### src/rtl/cache_l1_arbiter.sv
// -----------------------------------------------------------------------------
// cache_l1_arbiter
//
// Purpose:
//   Arbitrates between the I-cache and D-cache miss ports and issues one
//   request at a time into the L1->L2 level-split register. Ties are broken
//   round-robin using the side granted most recently. When L2 completes a
//   request, the winner gets a one-cycle *_resp strobe. In the same cycle the
//   split register is reloaded with an all-zero request, so L2 never sees a
//   stale request.
//
// Ports:
//   clk, reset                  system clock, synchronous active-high reset
//   icache_address/read         I-cache line read request (held until resp)
//   icache_rdata/resp           line returned to I-cache, completion strobe
//   dcache_address/wdata        D-cache miss/writeback address and line
//   dcache_read/write           D-cache request flags (held until resp)
//   dcache_rdata/resp           line returned to D-cache, completion strobe
//   l2_load/address/wdata/
//   l2_read/write               request into the level-split register
//   l2_resp/rdata               L2 completion strobe and read line
// -----------------------------------------------------------------------------
module cache_l1_arbiter (
  input  logic         clk,
  input  logic         reset,

  input  logic [15:0]  icache_address,
  input  logic         icache_read,
  output logic [127:0] icache_rdata,
  output logic         icache_resp,

  input  logic [15:0]  dcache_address,
  input  logic [127:0] dcache_wdata,
  input  logic         dcache_read,
  input  logic         dcache_write,
  output logic [127:0] dcache_rdata,
  output logic         dcache_resp,

  output logic         l2_load,
  output logic [15:0]  l2_address,
  output logic [127:0] l2_wdata,
  output logic         l2_read,
  output logic         l2_write,
  input  logic         l2_resp,
  input  logic [127:0] l2_rdata
);

  typedef enum logic [1:0] {
    ST_IDLE   = 2'd0,
    ST_BUSY_I = 2'd1,
    ST_BUSY_D = 2'd2
  } state_e;

  typedef enum logic {
    GRANT_I = 1'b0,
    GRANT_D = 1'b1
  } grant_e;

  state_e state_q, state_d;
  grant_e last_grant_q, last_grant_d;

  logic i_req;
  logic d_req;
  logic grant_d;

  // Read data is broadcast to both caches. Only the resp strobe is steered.
  assign icache_rdata = l2_rdata;
  assign dcache_rdata = l2_rdata;

  assign i_req = icache_read;
  assign d_req = dcache_read | dcache_write;

  // D wins when it requests alone, or on a tie when I was served last.
  assign grant_d = d_req & (~i_req | (last_grant_q == GRANT_I));

  // NOTE: every output and next-state signal gets a default before any branch,
  // so no path through this block leaves a value unassigned and no latch is inferred.
  always_comb begin
    state_d      = state_q;
    last_grant_d = last_grant_q;
    icache_resp  = 1'b0;
    dcache_resp  = 1'b0;
    l2_load      = 1'b0;
    l2_address   = '0;
    l2_wdata     = '0;
    l2_read      = 1'b0;
    l2_write     = 1'b0;

    if (reset) begin
      // Load zeros into the split register for as long as reset is held.
      l2_load = 1'b1;
    end else begin
      unique case (state_q)
        ST_IDLE: begin
          if (grant_d) begin
            l2_load      = 1'b1;
            l2_address   = dcache_address;
            l2_wdata     = dcache_wdata;
            // A write takes priority if both flags are raised together.
            l2_write     = dcache_write;
            l2_read      = dcache_read & ~dcache_write;
            last_grant_d = GRANT_D;
            state_d      = ST_BUSY_D;
          end else if (i_req) begin
            l2_load      = 1'b1;
            l2_address   = icache_address;
            l2_read      = 1'b1;
            last_grant_d = GRANT_I;
            state_d      = ST_BUSY_I;
          end
        end

        ST_BUSY_I: begin
          if (l2_resp) begin
            icache_resp = 1'b1;
            l2_load     = 1'b1;   // load the zero request to flush the register
            state_d     = ST_IDLE;
          end
        end

        ST_BUSY_D: begin
          if (l2_resp) begin
            dcache_resp = 1'b1;
            l2_load     = 1'b1;
            state_d     = ST_IDLE;
          end
        end

        default: state_d = ST_IDLE;
      endcase
    end
  end

  // NOTE: state registers use non-blocking assignments, so every register
  // samples values from before the clock edge, regardless of evaluation order.
  always_ff @(posedge clk) begin
    if (reset) begin
      state_q      <= ST_IDLE;
      last_grant_q <= GRANT_I;
    end else begin
      state_q      <= state_d;
      last_grant_q <= last_grant_d;
    end
  end

endmodule

### config.mk
export PLATFORM = sky130hd
export DESIGN_NAME = cache_l1_arbiter
export DESIGN_NICKNAME = d
export VERILOG_FILES = /design/src/rtl/cache_l1_arbiter.sv
export SDC_FILE = /design/constraint.sdc
export NUM_CORES = 1
export LEC_CHECK = 0
export CAP_MARGIN = 20
export CORE_AREA = 2 2 270 272
export CTS_CLUSTER_SIZE = 24
export DETAILED_ROUTE_END_ITERATION = 10
export DIE_AREA = 0 0 272 274
export HOLD_SLACK_MARGIN = 0.1
export PLACE_DENSITY = 0.4
export SETUP_SLACK_MARGIN = 0.2
export SYNTH_ARGS = -nofsm -noshare
export SYNTH_HDL_FRONTEND = slang
export SYNTH_SLANG_ARGS = --single-unit
### constraint.sdc
create_clock -name clk -period 4.4 [get_ports clk]
set_input_delay 0.66 -clock clk [delete_from_list [all_inputs] [get_ports clk]]
set_output_delay 0.66 -clock clk [all_outputs]
set_load 0.005 [all_outputs]
======== Yosys cells after proc, flatten, opt, wreduce, memory -nomap -nowiden ========
Index checks and enable logic that the tools add are counted.
word-level totals
  register bits ........................... 3
cells by class
  bitwise operators ....................... 7
  eq/ne operators ......................... 4
  multiplexer cells ....................... 28
  reductions and logical operators ........ 5
operators with widths
  cell                                                  number
  two-way mux 128 bit                                   3
  two-way mux 16 bit                                    4
  two-way mux 1 bit                                     16
  two-way mux 2 bit                                     3
  one-hot mux 2 bit (2 select lines)                    1
  AND reduction 2 bit                                   2
  != test 3 bit (second input constant)                 1
  inverter 1 bit                                        3
  bitwise AND 1 bit                                     2
  equality test 2 x 1 -> 1 bit (second input constant)  1
  equality test 2 bit (second input constant)           1
  logical NOT 2 bit                                     1
  != test 2 x 1 -> 1 bit (second input constant)        1
  OR 1 bit                                              2
  one-hot mux 1 bit (2 select lines)                    1
  nonzero test 2 bit                                    1
  OR reduction 2 bit                                    1

======== Longest topological paths before layout ========
  word-level depth ........................ 6
  gate-level depth with buffers ........... 6
  depth with buffers taken out ............ 5

======== Worst setup path before layout ========
Ideal clock, no wire load.
  path type ............................... input to output
  start point ............................. input icache_read
  end point ............................... output l2_wdata[100]
  slack ................................... 2299 ps
  stages .................................. 5
  path buffers ............................ 2
  arrival time ............................ 1441 ps
  cells stage by stage .................... o2bb2ai_1 -> nor3b_2 -> buf_4 -> clkbuf_2 -> and2_1
on the way
  word-level cells in the longest chain between the ends .. 6
ends and longest elaborated chain
  what                 line  text
  start, declared      28    input logic icache_read,
  inverter 1 bit       74    assign grant_d = d_req & (~i_req | (last_grant_q == GRANT_I));
  OR 1 bit             74
  bitwise AND 1 bit    74
  two-way mux 128 bit  95    if (grant_d) begin
  two-way mux 128 bit  93    unique case (state_q)
  two-way mux 128 bit  89    if (reset) begin
  end, declared        41    output logic [127:0] l2_wdata,
No other way between the ends.

======== Worst setup path after layout ========
  start point ............................. input icache_read
  end point ............................... output l2_wdata[86]
Same word-level chain as after synthesis.

==> out/qor.yml <==
outcome:
  status: "finished clean"
worst_hold_path:
  hold_path_class: "flop to flop"
  hp-start: "state_q[0]"
  min_path_cells: 2
  hold_end: "state_q[0]"
global_route:
  grt_max_degree: 147
  grt-ovfl-total: 0
  grt_usage: 0.0350
  grt_pass1_wl_mm: 19.3
  antenna_found_initial: 0
  grt_pass1_vias: 3031
layout:
  fin_cells: 1454
  area_delta_synth_final_pct: 75.3
  utilization: 0.0786
  drive_above_1_share: 0.0141
  multi_input_area_um2: 1140
  fillers: 8397
  seq_area_um2: 60.1
  diodes: 0
  nNetsFinal: 794
  stdcell_area_um2: 5660
placement:
  dp_hpwl_mm: 12.7
  place_ws_ns: 0.845
  place_area_um2: 5580
  port_buffers: 314
  dp_cells: 1450
  place.gp.congestion: 0.792
routing:
  first_pass_iters: 4
  wire_per_inst_um: 10.2
  finalWirelength_mm: 14.8
  vias_per_cell: 1.97
  initialDrtViolationCount: 62
  ant_nets: 0
  vias: 2867
  drc: 0
flow_run:
  drv_cap: 0
critical_path:
  crit_buf_inv: 3
  worst-path-stages: 6
  reg2regPathDepth: 5
  crit_required_ns: 3.74
  crit_chain: "clkdlybuf4s50_1, o2bb2ai_1, nor3b_4, buf_12, and2_1, clkdlybuf4s50_1"
  crit-reg2reg-launch: "state_q[1]"
  r2r-end: "state_q[1]"
  ff2ff_setup_slack_ns: 2.86
  crit_top_cell: "clkdlybuf4s50_1"
  crit_arrival_ns: 2.90
  criticalPathCategory: "primary input to output port"
  worstPathMaxFanout: 146
  cp_slowest_cell: "clkdlybuf4s50_1"
  end_kind: "output port"
  slowest_delay_ns: 0.54
  startpoint_type: "primary input"
  crit_family: "buffers and inverters"
sta:
  setup_slack_ns: 0.839
  final_hold_viol_count: 0
  rsz0062_at_grt: "false"
  setup_violations: 0
  fin_skew_ns: 0.00179
  setup-tns-final_ns: 0
  tightest_slew_ns: 0.675
  slew_viol_final: 0
  fin_crit_ns: 3.56
  maxSlewHeadroom: 0.550
  finalCritPeriodShare: 0.809
  max_freq_mhz: 281
synth:
  synth.yosys.seq_area_share: 0.0186
  synthesis.nets: 747
  ys_types: 23
  syn_inst: 449
  synth-main-ff-cell: "dfxtp_1"
  synth_edf_count: 0
  ys_async_sr_fraction: 0
  yosysTopAreaCellShare: 0.605
  synth_seq_cells: 3
  ys_top_cells_by_area: "buf_4 (60%), and2_1 (25%), a22o_1 (4.3%), dfxtp_1 (1.9%), clkbuf_2 (1.7%)"
  synth.most_common_cell: "buf_4"
  netlist_area_um2: 3230
  synth_commonest_cells: "buf_4 (260), and2_1 (128), a22o_1 (16)"
  synth_top_area_cell: "buf_4"
  avgSynthCellArea_um2: 7.19
  yosys_warnings: 0
pwr:
  leakage_nw: 1.79
  p_per_area_nw_per_um2: 160
  irDropWorstVdd_mv: 0.141
cts:
  clkLatencyLatePin_ns: 0.22
  cts_max_level: 1
  clk_path_buf_depth: 2
  cts_buffers: 3
  clock_sinks: 3
  clk_pin_slew_worst_paths_ns: 0.03
  post_cts_buffers: 0
  ctsResizeCount: 0
  cts_root_buf: "clkbuf_16"
  cts_tree: "built"
  cts.hold.buffers_added: 0
die:
  coreArea_um2: 72000
  die_h_um: 274
  row_count: 99
  fp.dieW_um: 272
  ios: 699
  dieArea_um2: 74500
  start_util: 0.0449
==> layout by cell type (no fill, tap or decap) <==
master,instances
a32oi_1,1
a22o_1,16
o2bb2ai_1,1
and2_1,128
mux2_2,1
buf_12,1
inv_1,5
mux2i_1,1
ha_1,4
clkbuf_16,3
a211oi_1,1
o21ai_0,1
nor3b_4,1
nor2b_1,1
o211a_1,1
a31o_2,1
o31ai_1,1
a21boi_0,1
dfxtp_1,3
clkdlybuf4s50_1,314
nand2_1,3
clkbuf_1,1
nor2_1,2
and3_1,3
==> sequential cells by signal, summed over array words and instances (netlist names) <==
signal / flops
last_grant_q: 1
state_q: 2
==> layout make-up <==
type | instances | share of cell area
clock buffers | 4 | 0.0139
inverters | 5 | 0.00332
multi-input cells | 168 | 0.201
flip-flops and latches | 3 | 0.0106
well taps | 959 | 0.212
repair buffers | 315 | 0.559
==> where the power goes <==
part	total (W)	leakage, nW	switching [W]	internal [W]
Combinational	0.000719	1.72	0.000237	0.000482
Clock	0.000144	0.0382	0.0000248	0.000120
Sequential	0.0000405	0.0248	0.00000664	0.0000339
Total	0.000904	1.79	0.000268	0.000635
==> worst reg2reg max path: stages (launching register included) <==
cell,delay (ns)
dfxtp_1,0.32
inv_1,0.12
ha_1,0.23
nor3b_4,0.25
buf_12,0.33
mux2_2,0.25
==> logic make-up (layout without fill, tap and decap cells) <==
logic type               count (synthesis)  in the layout  synth area share
AND/OR/NAND/NOR                        138            138             0.266
multiplexers                             2              2           0.00659
AO/OA/AOI/OAI                           24             24            0.0632
flip-flops                               3              3            0.0186
buffers and inverters                  278            324             0.631
adder cells (fa/ha/maj)                  4              4            0.0155
==> per-stage QoR <==
stage / hold WS [ns] / total power (W)
2_1_floorplan: 0.469 / 0.000463
6_report: 0.519 / 0.000904
3_3_place_gp: 0.500 / 0.000774
5_1_grt: 0.558 / 0.000968
3_5_place_dp: 0.515 / 0.000769
4_1_cts: 0.517 / 0.000922
==> routing by layer <==
layer  vias up  part of all wire  GRT usage
met2       403              0.49     0.0648
li1       1214                 -          -
met5         -                 0          0
met4         0              0.11     0.0401
met1      1164              0.23     0.0212
met3        86              0.17     0.0207
==> worst max path at each step <==
stage / slack (ns) / start / end
finish: 0.84 / icache_read / l2_wdata[86]
global placement: 0.88 / icache_read / l2_wdata[86]
global route: 0.74 / icache_read / l2_wdata[82]
floorplan: 2.30 / icache_read / l2_wdata[100]
CTS: 0.84 / icache_read / l2_wdata[86]
detailed placement: 0.85 / icache_read / l2_wdata[86]
No activity file was read; power rests on OpenSTA's default activity.
